<file path="config.mk">
export PLATFORM = sky130hd
export DESIGN_NAME = bcd_counter_multi
export DESIGN_NICKNAME = d
export VERILOG_FILES = /design/src/rtl/bcd_pkg.sv /design/src/rtl/bcd_digit.sv /design/src/rtl/bcd_counter_multi.sv
export SDC_FILE = /design/constraint.sdc
export NUM_CORES = 1
export LEC_CHECK = 0
export BUFFER_PORTS_ARGS = -buffer_cell sky130_fd_sc_hd__buf_2
export CORE_MARGIN = 10
export CORE_UTILIZATION = 57
export CTS_CLUSTER_DIAMETER = 30
export DETAILED_ROUTE_END_ITERATION = 6
export PLACE_DENSITY_LB_ADDON = 0.1
export SYNTH_ARGS = -nofsm -noshare
export SYNTH_HDL_FRONTEND = slang
export SYNTH_SLANG_ARGS = --single-unit
</file>
<file path="constraint.sdc">
create_clock -name clk -period 5.4 [get_ports clk]
set_input_delay 1.08 -clock clk [delete_from_list [all_inputs] [get_ports clk]]
set_output_delay 1.08 -clock clk [all_outputs]
set_load 0.01 [all_outputs]
</file>
<file path="src/rtl/bcd_pkg.sv">
// Shared BCD definitions for the multi-digit counter family.
package bcd_pkg;

  localparam int BCD_DIGIT_W = 4;
  localparam logic [3:0] BCD_MAX = 4'd9;

  typedef logic [BCD_DIGIT_W-1:0] bcd_digit_t;

  // Non-decimal codes 10-15 collapse to zero so q never shows them.
  function automatic bcd_digit_t bcd_sanitize(input bcd_digit_t i_d);
    bcd_digit_t r;
    if (i_d > BCD_MAX) r = 4'd0;
    else               r = i_d;
    return r;
  endfunction

endpackage

</file>
<file path="src/rtl/bcd_digit.sv">
// One BCD decade: counts 0-9 up or down and flags carry/borrow to the next decade.
module bcd_digit
  import bcd_pkg::*;
(
  input  logic       clk,
  input  logic       rst,
  input  logic       step_in,
  input  logic       up,
  input  logic       clr,
  input  logic       load,
  input  bcd_digit_t d,
  output bcd_digit_t q,
  output logic       step_out
);

  bcd_digit_t r_q;
  bcd_digit_t w_next;
  logic       w_at_edge;

  // Next value and whether this decade rolls over in the current direction.
  always_comb begin
    w_at_edge = 1'b0;
    w_next    = r_q;
    if (up) begin
      w_at_edge = (r_q == BCD_MAX);
      w_next    = w_at_edge ? 4'd0 : (r_q + 4'd1);
    end else begin
      w_at_edge = (r_q == 4'd0);
      w_next    = w_at_edge ? BCD_MAX : (r_q - 4'd1);
    end
  end

  assign step_out = step_in & w_at_edge;
  assign q        = r_q;

  // Digit register; clear beats load beats step.
  always_ff @(posedge clk or negedge rst) begin
    if (!rst)         r_q <= 4'd0;
    else if (clr)     r_q <= 4'd0;
    else if (load)    r_q <= bcd_sanitize(d);
    else if (step_in) r_q <= w_next;
    else              r_q <= r_q;
  end

endmodule

</file>
<file path="src/rtl/bcd_counter_multi.sv">
// DIGITS-decade packed-BCD up/down counter with terminal count and wrap pulse.
// Optional parallel load (load/d ports) is enabled by defining BCD_COUNTER_LOAD_EN.
module bcd_counter_multi
  import bcd_pkg::*;
#(
  parameter int DIGITS = 2
) (
  input  logic                          clk,
  input  logic                          rst,
  input  logic                          en,
  input  logic                          up,
  input  logic                          clr,
`ifdef BCD_COUNTER_LOAD_EN
  input  logic                          load,
  input  logic [BCD_DIGIT_W*DIGITS-1:0] d,
`endif
  output logic [BCD_DIGIT_W*DIGITS-1:0] q,
  output logic                          tc,
  output logic                          wrap
);

  logic                          w_load;
  logic [BCD_DIGIT_W*DIGITS-1:0] w_d;
  logic [DIGITS:0]               w_step;
  logic                          w_all9;
  logic                          w_all0;
  logic                          r_wrap;

`ifdef BCD_COUNTER_LOAD_EN
  assign w_load = load;
  assign w_d    = d;
`else
  assign w_load = 1'b0;
  assign w_d    = '0;
`endif

  // Digit k steps only when en is high and every lower decade is at its edge.
  assign w_step[0] = en;

  for (genvar g = 0; g < DIGITS; g++) begin : g_digit
    bcd_digit u_digit (
      .clk      (clk),
      .rst      (rst),
      .step_in  (w_step[g]),
      .up       (up),
      .clr      (clr),
      .load     (w_load),
      .d        (w_d[BCD_DIGIT_W*g +: BCD_DIGIT_W]),
      .q        (q[BCD_DIGIT_W*g +: BCD_DIGIT_W]),
      .step_out (w_step[g+1])
    );
  end

  // Terminal-count detection across all decades.
  always_comb begin
    w_all9 = 1'b1;
    w_all0 = 1'b1;
    for (int i = 0; i < DIGITS; i++) begin
      w_all9 = w_all9 & (q[BCD_DIGIT_W*i +: BCD_DIGIT_W] == BCD_MAX);
      w_all0 = w_all0 & (q[BCD_DIGIT_W*i +: BCD_DIGIT_W] == 4'd0);
    end
  end

  assign tc = up ? w_all9 : w_all0;

  // Wrap pulse: carry out of the top decade, suppressed by clear or load.
  always_ff @(posedge clk or negedge rst) begin
    if (!rst)                r_wrap <= 1'b0;
    else if (clr || w_load)  r_wrap <= 1'b0;
    else                     r_wrap <= w_step[DIGITS];
  end

  assign wrap = r_wrap;

endmodule

</file>
; ---- After elaboration in Yosys (flattened, before gate mapping)
; Index checks and enable logic that the tools add are counted.
[totals]
register_bits = 9
inputBits = 5
output_inout_bits = 10
wordCells = 31
[op_classes]
addsub = 4
eq_ne = 2
mux = 14
bitwise = 4
n_reduce_logical = 4
[op_table]
columns = operator, count
row1 = two-way mux 4 bit, 10
row2 = "adder 4 x 1 -> 4 bit, second input constant", 2
row3 = "== test 4 bit, second input constant", 2
row4 = zero test 4 bit, 2
row5 = "subtractor 4 x 1 -> 4 bit, second input constant", 2
row6 = AND 1 bit, 4
row7 = two-way mux 1 bit, 4
row8 = nonzero test 2 bit, 2

; ---- Depth between registers and ports, before layout
[depth]
ltp_word = 5
ltp_mapped = 6
ltp_nobuf = 6

; ---- By module
; Synthesis repeated with hierarchy kept, for this count alone.
[unflattened]
hier_cells = 112
hier_area_um2 = 900.9
[by_module_without_submodules]
columns = module, n_inst, cells_per_inst, area_each_um2
row1 = bcd_digit, 2, 51, 412.9
row2 = bcd_counter_multi, 1, 10, 75.1

; ---- Least setup slack after synthesis
; No wires, ideal clock.
[synth_path]
kind = input to output
from = input port up
to = output port tc
arrival_ns = 2.044
t_required_ns = 4.320
path_slack_ns = 2.276
cell_stages = 4
n_path_buf = 0
cell_sequence = or4b_1 > nor3_1 > a31oi_1 > nor3_1
[synth_between]
elab_chain_len = 1
[synth_rtl]
columns = element, line
row1 = "start, declared", bcd_counter_multi.sv:11  ; input logic up,
row2 = two-way mux 1 bit, bcd_counter_multi.sv:64  ; assign tc = up ? w_all9 : w_all0;
row3 = "end, declared", bcd_counter_multi.sv:18  ; output logic tc,
; No other way between the ends.

; ---- Worst setup path after layout
; Ends and elaborated chain as after synthesis.

==> key figures <==
Outcome
  – Status: finished clean

Clock network
  – CTS sink cnt: 9
  – Setup Buffers After CTS: 0
  – CTS Buf Count: 3
  – CTS root buf: clkbuf_4
  – CTS tree: done
  – PostCTS Resize Cnt: 0
  – Htree depth: 1
  – Clock transition at path regs: 0.06 ns
  – Insertion delay to the later sink of the worst-skew pair: ~0.26 ns
  – Max clock buf depth: 2
  – Post-CTS Hold Fix Bufs: 0

GRT
  – All-Layer GR Usage: 10.66%
  – Largest net degree at the start of global routing: 24
  – First-pass GRT wire length: 2863 µm
  – Overflow after GRT: 0
  – Antenna violations before repair: 0
  – Number of global-route vias before repair: 661

Place
  – Cells after DPL: 113
  – Post-detail-place hpwl: 1273 µm
  – Port Buf Inserts: 14
  – GPL Wtd Cong: 0.8056
  – Place WS: roughly 2.0 ns

Cells and area
  – N_diodes: 0
  – Fillers: 130
  – Layout Cells excl Fill: between 100 and 150
  – Layout cells sized above 1: about a fifth
  – Fin nets: 112
  – Synthesis-to-finish area growth: 6.477%

STA
  – # setup viols final: 0
  – Final Cycle Share: a little under two thirds
  – Fin Clk Skew: 0.0007993 ns
  – Max Clock Freq: between 200 and 300 MHz
  – Final Max Tran Viols: 0
  – Minimum clock period: 3.439 ns
  – Setup TNS: 0 ns
  – Fin. Hold Viols: 0
  – Final worst slack: about 2 ns
  – Worst slew pin tran: 0.4751 ns
  – Normalized max-slew margin: 68.32%
  – RSZ-0062 raised after global routing: no

Floorplan
  – Rows: 13
  – # IOs: 15
  – Die height: 57.28 µm
  – Core Footprint: between 1000 and 1500 µm²
  – Die Width: 57.28 µm
  – Die area: around 3300 µm²
  – Initial core utilization: 60.87%

Worst setup path
  – Worst setup endpoint: tc
  – WP data arrival: 2.36 ns
  – Critical path class: in -> out
  – CP required: 4.32 ns
  – Worst setup EP type: output pin
  – Worst R2R Start: g_digit[1].u_digit.q[0]$_DFFE_PN0P_
  – Worst-path fanout max: 23
  – CP Launch Type: primary input
  – Cell depth of the worst flop-to-flop path: 5
  – FF-to-FF setup slack: 3.50 ns
  – End of the worst register-to-register path: g_digit[1].u_digit.q[0]$_DFFE_PN0P_
  – Crit. Startpoint: up

Synthesis
  – Synthesized area: 792.0 µm²
  – #FFs+latches synth: 9
  – Seq/Total Area, Yosys: 28.44%
  – Commonest cells in the netlist: 9 x dfrtp_1, 6 x a21oi_1, 6 x nor2_1
  – Mapped Avg Cell Area: 8.337 µm²
  – YS warnings: 0
  – Top FF cell, synth: dfrtp_1
  – Number of synthesized flops with an enable pin: 0
  – Post-synth ARST share: 100.0%
  – Most numerous cell in the Yosys netlist: dfrtp_1
  – Top cells by area, synth: dfrtp_1 28%, ha_1 6.3%, a21oi_1 3.8%, xnor2_1 3.3%, a211oi_1 2.8%
  – Largest area contributor in the netlist: dfrtp_1
  – Post-Syn Nets: 104
  – Yosys top cell area share: between 20 and 30%
  – Syn Inst Count: 95
  – Count of cell types in the netlist: 42

Power and ir drop
  – Lkg Pwr: 0.0003574 µW
  – Max IR drop VDD: 120.2 µV
  – Cell Pwr Density: 228.3 nW/µm²

Run
  – Max Cap Viol: 0

Route
  – Via count: 735
  – Via-to-Cell Ratio: 6.282
  – Routed Antenna Nets: 0
  – Drt initial violations: 12
  – Drt drc: 0
  – DRT Pass-1 Iters: 3
  – Final wirelength: 1753 µm
  – Drt wl/cell: 14.98 µm

Min path
  – Hold Crit Class: in -> async
[layout by cell type (no fill, tap or decap), types with 2 or more instances in the layout]
cell type | netlist | layout
a211oi_1 | 3 | 3
a21o_1 | 2 | 2
a21oi_1 | 6 | 6
a31oi_1 | 2 | 2
buf_2 | 3 | 14
clkbuf_4 | 0 | 3
dfrtp_1 | 9 | 9
ha_1 | 4 | 4
inv_1 | 5 | 5
nand2_1 | 5 | 5
nand2b_1 | 2 | 2
nand3_1 | 3 | 3
nand4_1 | 2 | 2
nor2_1 | 6 | 6
nor2b_1 | 3 | 3
nor3_1 | 3 | 3
o21ai_0 | 4 | 4
or4b_1 | 2 | 2
xnor2_1 | 3 | 3
[power breakdown]
| part | switching, µW | internal (µW) | total [µW] |
|---|---|---|---|
| Combinational | 30.4 | 25.6 | 56.0 |
| Sequential | 12.6 | 72.0 | 84.6 |
| Clock | 23.5 | 28.5 | 52.0 |
| Total | 66.5 | 126 | 193 |
[through the flow]
step / total power (µW) / hold WS [ns] / instance area (µm²) / util, %
after global routing: 203.7 / 0.6593 / 843.3 / 64.81
after global placement: 140.6 / 0.6566 / 817.0 / 62.79
final: 192.5 / 0.6585 / 843.3 / 64.81
after floorplan: 128.7 / 0.6444 / 792.0 / -
after detailed placement: 141.7 / 0.6550 / 817.0 / 62.79
after CTS: 193.4 / 0.6588 / 843.3 / 64.81
[worst max-delay path, cell delays in order]
cell and delay [ns]:
buf_2 0.22, or4b_1 0.54, nor3_1 0.15, a31oi_1 0.06
nor3_1 0.14, buf_2 0.15
[state kept, by name, summed over array words and instances, names as in the netlist]
name and cells:
wrap 1, g_digit.u_digit.q 8
[per-layer routing]
metal / up-vias / wire [µm] / GRT usage [%]
met5: - / 0 / 0
met4: 0 / 27 / 5.369
met3: 5 / 89 / 4.867
met2: 12 / 876 / 18.45
met1: 355 / 759 / 10.46
li1: 363 / - / -
[logic make-up after synthesis]
kind of cell	Yosys count	synth area share, %
AOI/OAI and AO/OA	29	26.54
and+or+nand+nor	33	23.70
adders and majority gates	4	6.319
DFF	9	28.44
buffers and inverters	16	10.43
muxes	1	1.264
xor gates and xnor gates	3	3.318
[cell type report]
| class | instances | area [µm²] | share of cell area (%) |
|---|---|---|---|
| inverter | 5 | 18.77 | 2.226 |
| timing repair buffer | 14 | 70.07 | 8.309 |
| multi-input combinational | 70 | 484.2 | 57.42 |
| sequential | 9 | 225.2 | 26.71 |
| clock buffer | 4 | 26.28 | 3.116 |
| tap | 15 | 18.77 | 2.226 |
[worst min path at each step]
stage,from,end,slack (ns),cells past startpoint
after global placement,g_digit[1].u_digit.q[0]$_DFFE_PN0P_,g_digit[1].u_digit.q[0]$_DFFE_PN0P_,0.66,2
after detailed placement,g_digit[1].u_digit.q[0]$_DFFE_PN0P_,g_digit[1].u_digit.q[0]$_DFFE_PN0P_,0.65,2
after global routing,rst,wrap$_DFF_PN0_,0.66,1
after CTS,rst,wrap$_DFF_PN0_,0.66,1
after floorplan,g_digit[1].u_digit.q[0]$_DFFE_PN0P_,g_digit[1].u_digit.q[0]$_DFFE_PN0P_,0.64,2
final,rst,g_digit[0].u_digit.q[0]$_DFFE_PN0P_,0.66,1
Power figures use the tool's default switching activity.
